### src/rtl/pkg_RV32.sv
// Shared RV32 definitions: data width, full byte-enable mask and
// the state encoding of the unified-memory arbiter.
package pkg_RV32;

  localparam int XLEN = 32;

  localparam logic [3:0] BE_ALL = 4'hF;

  typedef enum logic [1:0] {
    ARB_IDLE   = 2'd0,
    ARB_IFETCH = 2'd1,
    ARB_DACC   = 2'd2,
    ARB_IKILL  = 2'd3
  } arbState_t;

endpackage

### src/rtl/memarb_rv32.sv
// Unified-memory arbiter: one access at a time, data first, fetch
// guaranteed a slot after STARVE_LIM back-to-back data grants.
// Ports: iCLK/iRST (sync, active-low); fetch side iIReq/iIADDR/
// iBRANCH -> oIDATA/oIValid/oStallI; data side iDReq/iDWE/iDBE/
// iDADDR/iDWDATA -> oDRDATA/oDValid/oStallD; memory side
// oMReq/oMWE/oMBE/oMADDR/oMWDATA <- iMRDATA/iMAck.
module memarb_rv32
  import pkg_RV32::*;
#(
  parameter int unsigned STARVE_LIM = 4
) (
  input  logic            iCLK,
  input  logic            iRST,
  input  logic            iIReq,
  input  logic [XLEN-1:0] iIADDR,
  input  logic            iBRANCH,
  output logic [XLEN-1:0] oIDATA,
  output logic            oIValid,
  output logic            oStallI,
  input  logic            iDReq,
  input  logic            iDWE,
  input  logic [3:0]      iDBE,
  input  logic [XLEN-1:0] iDADDR,
  input  logic [XLEN-1:0] iDWDATA,
  output logic [XLEN-1:0] oDRDATA,
  output logic            oDValid,
  output logic            oStallD,
  output logic            oMReq,
  output logic            oMWE,
  output logic [3:0]      oMBE,
  output logic [XLEN-1:0] oMADDR,
  output logic [XLEN-1:0] oMWDATA,
  input  logic [XLEN-1:0] iMRDATA,
  input  logic            iMAck
);

  localparam logic [3:0] LIM = 4'(STARVE_LIM);
  localparam logic [XLEN-1:0] IA_MASK = 32'hFFFF_FFFC;

  arbState_t state, stateNx;
  logic [3:0] dcnt, dcntNx;

  logic            mReqNx, mWENx;
  logic [3:0]      mBENx;
  logic [XLEN-1:0] mAddrNx, mWDataNx;
  logic [XLEN-1:0] iDataNx, dRDataNx;
  logic            iValidNx, dValidNx;

  logic starved, grantI, grantD;

  // A fetch address seen together with a branch is stale.
  assign starved = (dcnt == LIM);
  assign grantI  = iIReq & ~iBRANCH & (~iDReq | starved);
  assign grantD  = iDReq & ~grantI;

  assign oStallI = iIReq & ~oIValid;
  assign oStallD = iDReq & ~oDValid;

  always_comb begin
    stateNx  = state;
    dcntNx   = dcnt;
    mReqNx   = oMReq;
    mWENx    = oMWE;
    mBENx    = oMBE;
    mAddrNx  = oMADDR;
    mWDataNx = oMWDATA;
    iDataNx  = oIDATA;
    dRDataNx = oDRDATA;
    iValidNx = 1'b0;
    dValidNx = 1'b0;
    unique case (state)
      ARB_IDLE: begin
        unique case (1'b1)
          grantI: begin
            stateNx = ARB_IFETCH;
            dcntNx  = '0;
            mReqNx  = 1'b1;
            mWENx   = 1'b0;
            mBENx   = BE_ALL;
            mAddrNx = iIADDR & IA_MASK;
          end
          grantD: begin
            stateNx  = ARB_DACC;
            // Count only grants that made a fetch wait.
            if (!iIReq)
              dcntNx = '0;
            else if (!starved)
              dcntNx = dcnt + 4'd1;
            mReqNx   = 1'b1;
            mWENx    = iDWE;
            mBENx    = iDBE;
            mAddrNx  = iDADDR;
            mWDataNx = iDWDATA;
          end
          default: ;
        endcase
      end
      ARB_IFETCH: begin
        if (iMAck) begin
          mReqNx  = 1'b0;
          stateNx = ARB_IDLE;
          if (!iBRANCH) begin
            iDataNx  = iMRDATA;
            iValidNx = 1'b1;
          end
        end else if (iBRANCH) begin
          stateNx = ARB_IKILL;
        end
      end
      ARB_IKILL: begin
        if (iMAck) begin
          mReqNx  = 1'b0;
          stateNx = ARB_IDLE;
        end
      end
      ARB_DACC: begin
        if (iMAck) begin
          mReqNx   = 1'b0;
          stateNx  = ARB_IDLE;
          dRDataNx = iMRDATA;
          dValidNx = 1'b1;
        end
      end
      default: stateNx = ARB_IDLE;
    endcase
  end

  always_ff @(posedge iCLK) begin
    if (!iRST) begin
      state   <= ARB_IDLE;
      dcnt    <= '0;
      oMReq   <= 1'b0;
      oMWE    <= 1'b0;
      oMBE    <= '0;
      oMADDR  <= '0;
      oMWDATA <= '0;
      oIDATA  <= '0;
      oDRDATA <= '0;
      oIValid <= 1'b0;
      oDValid <= 1'b0;
    end else begin
      state   <= stateNx;
      dcnt    <= dcntNx;
      oMReq   <= mReqNx;
      oMWE    <= mWENx;
      oMBE    <= mBENx;
      oMADDR  <= mAddrNx;
      oMWDATA <= mWDataNx;
      oIDATA  <= iDataNx;
      oDRDATA <= dRDataNx;
      oIValid <= iValidNx;
      oDValid <= dValidNx;
    end
  end

endmodule

### config.mk
export PLATFORM = sky130hd
export DESIGN_NAME = memarb_rv32
export DESIGN_NICKNAME = d
export VERILOG_FILES = /design/src/rtl/pkg_RV32.sv /design/src/rtl/memarb_rv32.sv
export SDC_FILE = /design/constraint.sdc
export NUM_CORES = 1
export LEC_CHECK = 0
export CAP_MARGIN = 30
export CORE_MARGIN = 1
export CORE_UTILIZATION = 43
export DETAILED_ROUTE_END_ITERATION = 6
export GPL_TIMING_DRIVEN = 1
export PLACE_DENSITY = 0.94
export SLEW_MARGIN = 20
export SYNTH_ARGS = -nofsm -noshare
export SYNTH_HDL_FRONTEND = slang
export SYNTH_SLANG_ARGS = --single-unit
export TNS_END_PERCENT = 10
### constraint.sdc
create_clock -name iCLK -period 3.5 [get_ports iCLK]
set_input_delay 0.875 -clock iCLK [delete_from_list [all_inputs] [get_ports iCLK]]
set_output_delay 0.875 -clock iCLK [all_outputs]
set_load 0.01 [all_outputs]
==> results_dict.tcl <==
set metrics [dict create \
    die-width_um 115.0 \
    via_count 5738 \
    hold_violations 0 \
    coreArea_um2 12210 \
    internal_power_uw 3196 \
    dieHeight_um 115.0 \
    ys_seq_area_frac 0.5181 \
    clockPowerShare 0.420 \
    synth_area_um2 5487 \
    hold_path.class "flop to flop" \
    clk_latency_ps 410 \
    cts_buffer_depth 2 \
    period_minus_slack_ps 3052 \
    drive_gt1_frac 0.05714 \
    route.detailed.drc 0 \
    hold_start "oMWDATA[9]" \
    setup.worst_path.class "input port to primary output" \
    worstRegToRegCells 7 \
    grt_start_max_net_pins 62 \
    synth_seq_cells 142 \
    rsz0062_at_grt "false" \
    drt-total-wl_mm 17.01 \
    worstPathMaxFanout 5 \
    ant_nets 0 \
    p_per_area_nw_per_um2 476.8 \
    syn_area_per_cell_um2 8.092 \
    hold_end "oMWDATA[9]" \
    fmax_mhz 327.7 \
    grt_pass1_wl_mm 26.14 \
    cts_tree "done" \
    critical_path.max_stage_delay_ps 570 \
    tightest_slew_ps 546.4 \
    combPwrFrac 0.165 \
    p_switching_uw 1068 \
    viasPerCell 5.155 \
    clock_sinks 142 \
    nets 1073 \
    startpoint_type "input port" \
    ys_types 35 \
    setup_ws_ps 448.1 \
    relSlewSlack 0.6357 \
    fillers 893 \
    portBuffers 274 \
    cp-end-kind "primary output" \
    post_cts_buffers 0 \
    grt_overflow 0 \
    syn-instance-count 678 \
    min_path_cells 2 \
    syn2layout_area_growth_pct 62.96 \
    r2r-start "dcnt[0]" \
    cts_buffers 17 \
    arrival_ps 2180 \
    cp_slowest_cell "clkdlybuf4s50_1" \
    switching_share 0.2504 \
    maxCapViolCount 0 \
    status "finished clean" \
    synth_nets 819 \
    synth_warnings 0 \
    cts_resized 0 \
    antenna_found_initial 0 \
    vdd_drop_max_uv 382.0 \
    crit_chain "clkdlybuf4s50_1 -> nor2b_1 -> clkdlybuf4s50_1" \
    required_ps 2620 \
    final_cell_mix "clkdlybuf4s50_1, nand2_1, dfxtp_1" \
    skew_ps 5.746 \
    cts-root-buf "clkbuf_16" \
    io_pins 277 \
    routabilityCongestion 0.8019 \
    dp_slack_ps 438.6 \
    post-route-util 0.7322 \
    antenna_cells 0 \
    dp_hpwl_mm 11.58 \
    setup_violations 0 \
    clk_pin_slew_ps 60 \
    r2r_setup_slack_ps 1710 \
    first_pass_iters 5 \
    avgRoutedWirePerCell_um 15.28 \
    r2r_end "state[0]" \
    drv_slew 0 \
    pwr-share-seq 0.415 \
    final_common_cell "clkdlybuf4s50_1" \
    rows 40 \
    crit_top_cell "clkdlybuf4s50_1" \
    start_util 0.4493 \
    drtIter0Drc 511 \
    setup_tns_ps 0 \
    grt_pass1_vias 5356 \
    p_leak_uw 0.003392 \
    grt_usage 0.2555 \
    fin_crit_sh 0.8720 \
    htreeDepth 4 \
    cts_hold_buf 0 \
    fp.dieArea_um2 13210 \
    holdWs_ps 449.9 \
]
cell usage after synthesis:
| master | n | area, um2 |
|---|---|---|
| nand2_1 | 197 | 739.5 |
| dfxtp_1 | 142 | 2843 |
| nand3_1 | 69 | 345.3 |
| a21oi_1 | 61 | 305.3 |
| a21boi_0 | 39 | 292.8 |
| clkbuf_1 | 37 | 138.9 |
| o21ai_0 | 37 | 185.2 |
| a21boi_1 | 31 | 232.7 |
| buf_2 | 17 | 85.08 |
| nor2_1 | 8 | 30.03 |
| nor3_1 | 6 | 30.03 |
| and2_1 | 3 | 18.77 |
| inv_1 | 3 | 11.26 |
| a31oi_1 | 2 | 12.51 |
| ha_1 | 2 | 25.02 |
| nor2b_1 | 2 | 12.51 |
| o211a_1 | 2 | 20.02 |
| o21a_1 | 2 | 15.01 |
| o21ai_2 | 2 | 17.52 |
| a211o_1 | 1 | 8.760 |
| a21boi_2 | 1 | 11.26 |
| and3_1 | 1 | 6.260 |
| and3b_1 | 1 | 8.760 |
| inv_2 | 1 | 3.750 |
| nand2b_1 | 1 | 6.260 |
| nand3b_1 | 1 | 7.510 |
| nand4_1 | 1 | 6.260 |
| nor2b_2 | 1 | 8.760 |
| nor4b_2 | 1 | 15.01 |
| o211ai_1 | 1 | 7.510 |
| o22ai_1 | 1 | 6.260 |
| or2_2 | 1 | 6.260 |
| or3_1 | 1 | 6.260 |
| or4_1 | 1 | 7.510 |
| or4b_1 | 1 | 10.01 |
routing by layer:
metal / GRT usage / routed length, um / up-vias / part of all wire
met1: 0.2831 / 6554 / 2652 / 0.39
met2: 0.4422 / 8456 / 250 / 0.50
met3: 0.08751 / 1480 / 45 / 0.087
met4: 0.1160 / 521 / 0 / 0.031
li1: - / - / 2791 / -
met5: 0 / 0 / - / 0
worst max-delay path by stage:
stage,start,to,slack [ps],depth (start not counted)
2_1_floorplan,iDReq,oStallD,1360,2
3_3_place_gp,iIReq,oStallI,450,3
3_5_place_dp,iIReq,oStallI,440,3
4_1_cts,iIReq,oStallI,430,3
5_1_grt,iIReq,oStallI,400,3
6_report,iIReq,oStallI,450,3
power by group through the flow:
stage	registers, uW	logic [uW]	clock network, uW
5_1_grt	1780	759	1900
4_1_cts	1770	705	1820
6_report	1770	704	1790
3_3_place_gp	1800	687	0
2_1_floorplan	1840	231	0
3_5_place_dp	1800	699	0
per-stage QoR:
step	cell area (um2)	total power, uW	cells
2_1_floorplan	5487	2074	678
3_3_place_gp	8347	2485	1081
3_5_place_dp	8347	2501	1081
4_1_cts	8941	4293	1113
5_1_grt	8941	4442	1113
6_report	8941	4263	1113
cell type report:
| cell class | count | area, um2 | share of cell area |
|---|---|---|---|
| timing repair buffer | 289 | 2865 | 0.3205 |
| sequential | 142 | 2843 | 0.3179 |
| multi-input combinational | 478 | 2414 | 0.2699 |
| clock buffer | 20 | 456.7 | 0.05108 |
| tap | 168 | 210.2 | 0.02351 |
| clock inverter | 12 | 137.6 | 0.01539 |
| inverter | 4 | 15.01 | 0.001679 |
flip-flops by register name, indices dropped and copies added, names as in the netlist, 2 cells and up:
name and count:
oDRDATA 32, oIDATA 32, oMADDR 32, oMWDATA 32, dcnt 4, oMBE 4, state 2
cell families (layout without fill, tap and decap cells):
group / count (synthesis) / count (layout) / synth area share
AND/OR/NAND/NOR: 296 / 296 / 0.2306
buffers and inverters: 58 / 325 / 0.04356
flip-flops: 142 / 142 / 0.5181
adder cells (fa/ha/maj): 2 / 2 / 0.004560
AO/OA/AOI/OAI: 180 / 180 / 0.2032
worst max-delay path, delay by kind of cell:
family / cells / cell delay, ps
buffers and inverters: 2 / 1140
AND/OR/NAND/NOR: 1 / 160
No activity file was read; power rests on OpenSTA's default activity.
